$ cat src/rtl/fifo_tx_serializer.sv
// rtl/fifo_tx_serializer.sv - FIFO drain to UART-style LSB-first serial frame
//
// Purpose: pops one word at a time from an upstream FIFO (RD/EMPTY/fifoData)
// and sends it as start bit, data_size data bits (LSB first), optional even
// parity bit, stop bit. Each serial bit lasts clks_per_bit Clk cycles.
//
// Optional feature: define FIFO_TX_PARITY_EN to insert an even-parity bit
// between the last data bit and the stop bit.
//
// Ports:
//   Clk       in   system clock, rising edge
//   Rst       in   synchronous active-low reset
//   EN        in   enables new word fetches; never aborts a frame in flight
//   EMPTY     in   FIFO empty flag, sampled only while idle
//   fifoData  in   FIFO read data, valid the cycle after RD
//   RD        out  one-cycle FIFO read strobe
//   TxD       out  registered serial line, idles high
//   Busy      out  high whenever not idle
//   Done      out  one-cycle pulse on the last cycle of the stop bit
module fifo_tx_serializer #(
  parameter int data_size    = 32,
  parameter int clks_per_bit = 4
) (
  input  logic                 Clk,
  input  logic                 Rst,
  input  logic                 EN,
  input  logic                 EMPTY,
  input  logic [data_size-1:0] fifoData,
  output logic                 RD,
  output logic                 TxD,
  output logic                 Busy,
  output logic                 Done
);

  localparam int BW = $clog2(clks_per_bit);
  localparam int CW = $clog2(data_size + 1);
  localparam logic [BW-1:0] BAUD_LAST = BW'(clks_per_bit - 1);
  localparam logic [BW-1:0] BAUD_PRE  = BW'(clks_per_bit - 2);
  localparam logic [CW-1:0] BIT_LAST  = CW'(data_size - 1);

`ifdef FIFO_TX_PARITY_EN
  typedef enum logic [2:0] {IDLE, REQ, LOAD, START, DATA, PARITY, STOP} state_t;
`else
  typedef enum logic [2:0] {IDLE, REQ, LOAD, START, DATA, STOP} state_t;
`endif

  state_t               state;
  logic [data_size-1:0] shift_reg;
  logic [CW-1:0]        bit_cnt;
  logic [BW-1:0]        baud_cnt;
  logic                 baud_last;
`ifdef FIFO_TX_PARITY_EN
  logic                 parity;
`endif

  assign baud_last = (baud_cnt == BAUD_LAST);

  // RD is a pure state decode so it can never appear outside REQ.
  assign RD = (state == REQ);

  // TxD, Busy and Done are updated together with the state so that their
  // registered values always describe the state being entered.
  always_ff @(posedge Clk) begin
    if (!Rst) begin
      state     <= IDLE;
      TxD       <= 1'b1;
      Busy      <= 1'b0;
      Done      <= 1'b0;
      shift_reg <= '0;
      bit_cnt   <= '0;
      baud_cnt  <= '0;
`ifdef FIFO_TX_PARITY_EN
      parity    <= 1'b0;
`endif
    end else begin
      Done <= 1'b0;
      case (state)
        IDLE: begin
          baud_cnt <= '0;
          if (EN && !EMPTY) begin
            state <= REQ;
            Busy  <= 1'b1;
          end
        end

        REQ: begin
          state <= LOAD;
        end

        // The FIFO registered its output on the REQ edge, so fifoData is
        // valid throughout this cycle.
        LOAD: begin
          shift_reg <= fifoData;
`ifdef FIFO_TX_PARITY_EN
          parity    <= ^fifoData;
`endif
          baud_cnt  <= '0;
          TxD       <= 1'b0;
          state     <= START;
        end

        START: begin
          if (baud_last) begin
            baud_cnt <= '0;
            bit_cnt  <= '0;
            TxD      <= shift_reg[0];
            state    <= DATA;
          end else begin
            baud_cnt <= baud_cnt + BW'(1);
          end
        end

        // The shift happens on the same edge as the TxD update, so the next
        // bit is taken from shift_reg[1] rather than the post-shift [0].
        DATA: begin
          if (baud_last) begin
            baud_cnt  <= '0;
            shift_reg <= shift_reg >> 1;
            bit_cnt   <= bit_cnt + CW'(1);
            if (bit_cnt == BIT_LAST) begin
`ifdef FIFO_TX_PARITY_EN
              TxD   <= parity;
              state <= PARITY;
`else
              TxD   <= 1'b1;
              state <= STOP;
`endif
            end else begin
              TxD <= shift_reg[1];
            end
          end else begin
            baud_cnt <= baud_cnt + BW'(1);
          end
        end

`ifdef FIFO_TX_PARITY_EN
        PARITY: begin
          if (baud_last) begin
            baud_cnt <= '0;
            TxD      <= 1'b1;
            state    <= STOP;
          end else begin
            baud_cnt <= baud_cnt + BW'(1);
          end
        end
`endif

        // Done is raised one edge early so the registered pulse lands on
        // the final stop-bit cycle.
        STOP: begin
          if (baud_last) begin
            baud_cnt <= '0;
            Busy     <= 1'b0;
            state    <= IDLE;
          end else begin
            baud_cnt <= baud_cnt + BW'(1);
            if (baud_cnt == BAUD_PRE) begin
              Done <= 1'b1;
            end
          end
        end

        default: begin
          state    <= IDLE;
          TxD      <= 1'b1;
          Busy     <= 1'b0;
          baud_cnt <= '0;
        end
      endcase
    end
  end

endmodule
$ cat config.mk
export PLATFORM = sky130hd
export DESIGN_NAME = fifo_tx_serializer
export DESIGN_NICKNAME = d
export VERILOG_FILES = /design/src/rtl/fifo_tx_serializer.sv
export SDC_FILE = /design/constraint.sdc
export NUM_CORES = 1
export LEC_CHECK = 0
export CORE_MARGIN = 2
export CORE_UTILIZATION = 30
export DETAILED_ROUTE_END_ITERATION = 6
export SYNTH_ARGS = -nofsm -noshare
export SYNTH_HDL_FRONTEND = slang
export SYNTH_SLANG_ARGS = --single-unit
$ cat constraint.sdc
create_clock -name Clk -period 1.95 [get_ports Clk]
set_input_delay 0.195 -clock Clk [delete_from_list [all_inputs] [get_ports Clk]]
set_output_delay 0.195 -clock Clk [all_outputs]
set_load 0.005 [all_outputs]
==> metrics.txt, run 1 <==
status=complete, no violations; core area=7290 um2; PwrDens=726 nW/um2; Antenna Cells=0; hold endpoint=shift_reg[27]; Starting Density=31.0%; initial antenna violation count=0; crit path kind=reg2out; Final min period=1.83 ns; total gr overflow=0; Critical Path AT=1.63 ns; Seq/Total Area, Yosys=40.7%; I/O Pins=40; Overall Global Routing Usage=11.2%; global-route wire length before repair=7.76 mm; R2R setup slack=0.19 ns; clk slew on worst S/H paths=0.09 ns; postcts setup bufs=0; clock root cell=clkbuf_8; share of cells above drive strength 1=7.55%; drt first pass iters=4; Least-Margin Pin Slew=0.341 ns; ys async rst share=0%; Distinct cells, synth=37; routability congestion estimate=0.766; Rows=31; width of the die=90.8 um; P&R area growth vs syn=30.6%; static leakage=0.00133 uW; fin. max-slew vios=0; Tightest Hold Check Type=reg2reg; Seq cells post-synth=46; CTS Sinks=46; Setup Viol. Count Final=0; htree depth=2; FF-to-FF Start=baud_cnt[0]; worst reg2reg endpoint=shift_reg[20]; Yosys top cell area share=40.7%; TritonCTS Buffers=5; wire per inst=12.4 um; Final Power=2140 uW; Clock Path Buffers=2; min-delay src=shift_reg[27]; Skew-Pair Late Insertion Delay=0.30 ns; CTS tree=yes; synthesis warning total=0; Worst slew margin=77.3%; Post-synth EDFFs=0; IO Port Bufs=39; max reg flops=32; First DRT Iteration DRCs=56; largest net degree at the start of global routing=63; final critical-path share of the clock period=93.7%; crit path launch=state[2]; f_max=547 MHz; synth top area cells=dfxtp_1 (41%), mux2i_1 (15%), o211a_1 (14%); Routed Antenna Nets=0; DRC=0; Resize count post-CTS=0; mapped cell area=2260 um2; Die Area=8250 um2; commonest non-fill, non-tap cell in the layout=dfxtp_1; Avg Vias per Cell=4.83; synthesized instance count=240; Post-CTS Hold Buffers=0; Fin Setup TNS=0 ns; HPWL after detailed placement=3.06 mm; Final Skew=0.00762 ns; top_reg_cell synth=dfxtp_1; vias in the first global route=1664; critical path capture point type=output pin; Max-Cap Viols=0; CP required=1.75 ns; Final Hold Fails=0; VDD IR max=0.346 mV; Synthesized Nets=279; layout net count=316; routed vias=1821; commonest non-fill, non-tap cells in the layout=dfxtp_1 (46), clkdlybuf4s50_1 (39), nand2_1 (37); unrepaired setup endpoints after global routing=false; syn avg cell area=9.42 um2; Placed Cells=369; Min-Delay Path Depth=1; Synth area leader=dfxtp_1; startpoint types=register; Max FO, Critical Path=7; cell depth of the worst flop-to-flop path=6; Die Span Y=90.8 um; WL final=4.66 mm; post-route insts no fill=377
[per-layer routing]
metal	track usage, %	vias up	routed length [um]
met5	0	-	0
met4	3.41	0	43
met3	2.92	4	209
met2	17.2	31	2040
met1	15.5	843	2370
li1	-	943	-
[metrics by stage]
stage / hold WS, ns / utilization [%] / setup slack [ns] / instance area [um2]
6_report: 0.502 / 40.5 / 0.122 / 2950
5_1_grt: 0.515 / 40.5 / 0.00768 / 2950
4_1_cts: 0.509 / 40.5 / 0.0948 / 2950
3_5_place_dp: 0.486 / 38.6 / 0.197 / 2820
3_3_place_gp: 0.479 / 38.6 / 0.237 / 2820
2_1_floorplan: 0.368 / - / 0.420 / 2260
[Yosys cell counts, drive strengths merged, types with 2 or more instances]
library cell and n:
dfxtp 46, nand2 37, mux2i 33, o211a 31, buf 11, nor2 9, a21oi 8, clkbuf 8
o21ai 6, inv 4, nand2b 4, nor2b 4, and2 3, and3 3, ha 3, nand3 3
a21boi 2, a31oi 2, a32oi 2, nand3b 2, nor3 2, o22ai 2, or4 2
[logic make-up (layout without fill, tap and decap cells)]
family / Yosys count / count (layout) / synth area share (%)
AO/OA/AOI/OAI: 60 / 60 / 22.0
adder cells (fa/ha/maj): 3 / 3 / 1.66
buffers and inverters: 23 / 61 / 4.65
flip-flops: 46 / 46 / 40.7
multiplexers: 33 / 33 / 14.6
AND/OR/NAND/NOR: 75 / 75 / 16.3
[power breakdown]
group          total, uW  switching, uW  leakage [uW]  internal [uW]
logic                263            107      0.000888            157
clock network        848            334     0.0000683            514
registers           1030           34.4      0.000375            998
total               2140            475       0.00133           1670
[area by class of cell]
class / count / area, um2
clock buffer: 5 / 68.8
clock inverter: 3 / 68.8
fill: 747 / 4340
inverter: 4 / 15.0
multi-input combinational: 171 / 1250
sequential: 46 / 921
tap: 99 / 124
timing repair buffer: 49 / 503
[critical path, cell delays in order, from the launching register on]
cell	delay, ns
dfxtp_1	0.37
buf_4	0.18
nand2b_1	0.18
nor2_1	0.10
clkdlybuf4s50_1	0.51
[how the worst max path moves through the flow]
stage	slack (ns)	cells past startpoint	to
4_1_cts	0.09	4	RD
2_1_floorplan	0.42	5	TxD
3_5_place_dp	0.20	6	shift_reg[20]
5_1_grt	0.008	6	shift_reg[15]
3_3_place_gp	0.24	6	shift_reg[19]
6_report	0.12	4	RD
No activity file was read; power rests on OpenSTA's default activity.
==> run 2: changes to the inputs <==
--- a/config.mk
+++ b/config.mk
@@ -8,6 +8,7 @@
 export CORE_MARGIN = 2
 export CORE_UTILIZATION = 30
 export DETAILED_ROUTE_END_ITERATION = 6
+export GPL_ROUTABILITY_DRIVEN = 0
 export SYNTH_ARGS = -nofsm -noshare
 export SYNTH_HDL_FRONTEND = slang
 export SYNTH_SLANG_ARGS = --single-unit
==> results of run 2 <==
The final DEF is identical to that of run 1; final timing and power are the same.
==> run 3: changes to the inputs <==
--- a/config.mk
+++ b/config.mk
@@ -9,6 +9,7 @@
 export CORE_UTILIZATION = 30
 export DETAILED_ROUTE_END_ITERATION = 6
 export GPL_ROUTABILITY_DRIVEN = 0
+export GPL_TIMING_DRIVEN = 0
 export SYNTH_ARGS = -nofsm -noshare
 export SYNTH_HDL_FRONTEND = slang
 export SYNTH_SLANG_ARGS = --single-unit
==> metrics.txt, run 3 (synthesized netlist as in run 1, its figures left out) <==
status=complete, no violations (unchanged); total gr overflow=0 (unchanged); Skew-Pair Late Insertion Delay=0.30 ns (about the same); Layout Utilization=39.5% (was 40.5%); commonest non-fill, non-tap cell in the layout=dfxtp_1 (unchanged); clock root cell=clkbuf_8 (unchanged); unrepaired setup endpoints after global routing=true (was false); core area=7290 um2 (unchanged); max incr delay on CP=0.47 ns (was 0.51 ns); Final min period=1.88 ns (was 1.83 ns); crit path kind=reg2out (unchanged); VDD IR max=0.369 mV (was 0.346 mV); Die Area=8250 um2 (unchanged); vias in the first global route=1827 (was 1664); CP max-delay cell=dfxtp_1 (was clkdlybuf4s50_1); commonest non-fill, non-tap cells in the layout=dfxtp_1 (46), clkdlybuf4s50_1 (38), nand2_1 (37) (was dfxtp_1 (46), clkdlybuf4s50_1 (39), nand2_1 (37)); IO Port Bufs=38 (was 39); startpoint types=register (unchanged); Tightest Hold Check Type=in2reg (was reg2reg); Max-Cap Viols=0 (unchanged); number of fill cells=771 (was 747); final critical-path share of the clock period=96.2% (was 93.7%); Critical Path AT=1.68 ns (was 1.63 ns); CP Cell Sequence=clkbuf_1 -> nor2_1 -> clkdlybuf4s50_1 (was buf_4 -> nand2b_1 -> nor2_1 -> clkdlybuf4s50_1); CTS Sinks=46 (unchanged); Final Skew=0.00285 ns (was 0.00762 ns); Routed Antenna Nets=0 (unchanged); WL final=5.01 mm (was 4.66 mm); I/O Pins=40 (unchanged); static leakage=0.00132 uW (was 0.00133 uW); largest net degree at the start of global routing=14 (was 63); fin. max-slew vios=0 (unchanged); Avg Vias per Cell=4.91 (was 4.83); Clock Path Buffers=2 (unchanged); Min-Delay Path Depth=2 (was 1); CP required=1.75 ns (about the same); PwrDens=696 nW/um2 (was 726 nW/um2); Multi-input gate area=1240 um2 (was 1250 um2); Fin Setup TNS=0 ns (unchanged); PnR worst setup slack=0.0741 ns (was 0.122 ns); CP delay by family, top=buffers and inverters (unchanged); hold endpoint=shift_reg[19] (was shift_reg[27]); Post-CTS Hold Buffers=0 (unchanged); Least-Margin Pin Slew=0.521 ns (was 0.341 ns); First DRT Iteration DRCs=48 (was 56); DRC=0 (unchanged); Post-Place Worst Slack=0.0780 ns (was 0.197 ns); Setup Viol. Count Final=0 (unchanged); critical path capture point type=output pin (unchanged); Fin Hold WS=0.310 ns (was 0.502 ns); FF/Latch Area=921 um2 (unchanged); Starting Density=31.0% (unchanged); Max FO, Critical Path=10 (was 7); Antenna Cells=0 (unchanged); width of the die=90.8 um (unchanged); HPWL after detailed placement=3.43 mm (was 3.06 mm); min-delay src=Rst (was shift_reg[27]); routed vias=1892 (was 1821); worst reg2reg endpoint=bit_cnt[5] (was shift_reg[20]); R2R setup slack=0.18 ns (was 0.19 ns); initial antenna violation count=0 (unchanged); layout net count=324 (was 316); Overall Global Routing Usage=12.2% (was 11.2%); htree depth=2 (unchanged); share of cells above drive strength 1=7.34% (was 7.55%); TritonCTS Buffers=5 (unchanged); CTS tree=yes (unchanged); cell depth of the worst flop-to-flop path=4 (was 6); P&R area growth vs syn=27.3% (was 30.6%); Rows=31 (unchanged); f_max=533 MHz (was 547 MHz); clk slew on worst S/H paths=0.08 ns (was 0.09 ns); Die Span Y=90.8 um (unchanged); worst path bufs/invs=2 (unchanged); Worst slew margin=65.3% (was 77.3%); drt first pass iters=4 (unchanged); Final Power=2000 uW (was 2140 uW); global-route wire length before repair=8.33 mm (was 7.76 mm); wire per inst=13.0 um (was 12.4 um); max reg flops=32 (unchanged); FF-to-FF Start=baud_cnt[0] (unchanged); Final Hold Fails=0 (unchanged)
[run 3: cell types whose count changed in the layout (fill, tap and decap cells not counted), moves of 3 or more]
cell | previous run | this run
buf_2 | 0 | 9
clkbuf_1 | 0 | 9
buf_4 | 7 | 2
buf_12 | 3 | 0
[run 3: worst max-delay path by stage]
stage	startpoint	to	slack (ns)	cells after the start
2_1_floorplan	state[1]	TxD	0.42	5
3_3_place_gp	baud_cnt[0]	bit_cnt[5]	0.12	5
4_1_cts	state[0]	RD	0.009	4
6_report	state[1]	RD	0.07	3
5_1_grt	state[1]	RD	-0.04	3
3_5_place_dp	baud_cnt[0]	bit_cnt[5]	0.08	5
[run 3: cell type report]
class / count / share of cell area [%]
multi-input cells: 171 / 43.0
flip-flops and latches: 46 / 32.0
repair buffers: 38 / 13.2
well taps: 99 / 4.30
plain buffers: 19 / 3.26
clock buffers: 7 / 2.65
clock inverters: 1 / 1.04
inverters: 4 / 0.522
[run 3: per-stage QoR]
stage | cell area [um2] | cells
4_1_cts | 2870 | 385
2_1_floorplan | 2260 | 240
5_1_grt | 2880 | 385
3_5_place_dp | 2770 | 377
3_3_place_gp | 2770 | 377
6_report | 2880 | 385
[run 3: layer usage]
| metal | up-vias | part of all wire, % | track usage (%) |
|---|---|---|---|
| met5 | - | 0 | 0 |
| met4 | 0 | 0.56 | 2.65 |
| met3 | 4 | 5.2 | 4.42 |
| met2 | 36 | 43 | 18.8 |
| met1 | 895 | 51 | 16.3 |
| li1 | 957 | - | - |
[run 3: repair_timing]
action                                 CTS  global route
endpoints found under the hold margin    0             0
resized for setup                        1             4
buffers inserted                         0             0
setup endpoints to repair                1            18
[run 3: power breakdown]
part | leakage, uW | internal [uW] | switching, uW
registers | 0.000375 | 998 | 34.1
logic | 0.000896 | 151 | 112
clock network | 0.0000524 | 384 | 325
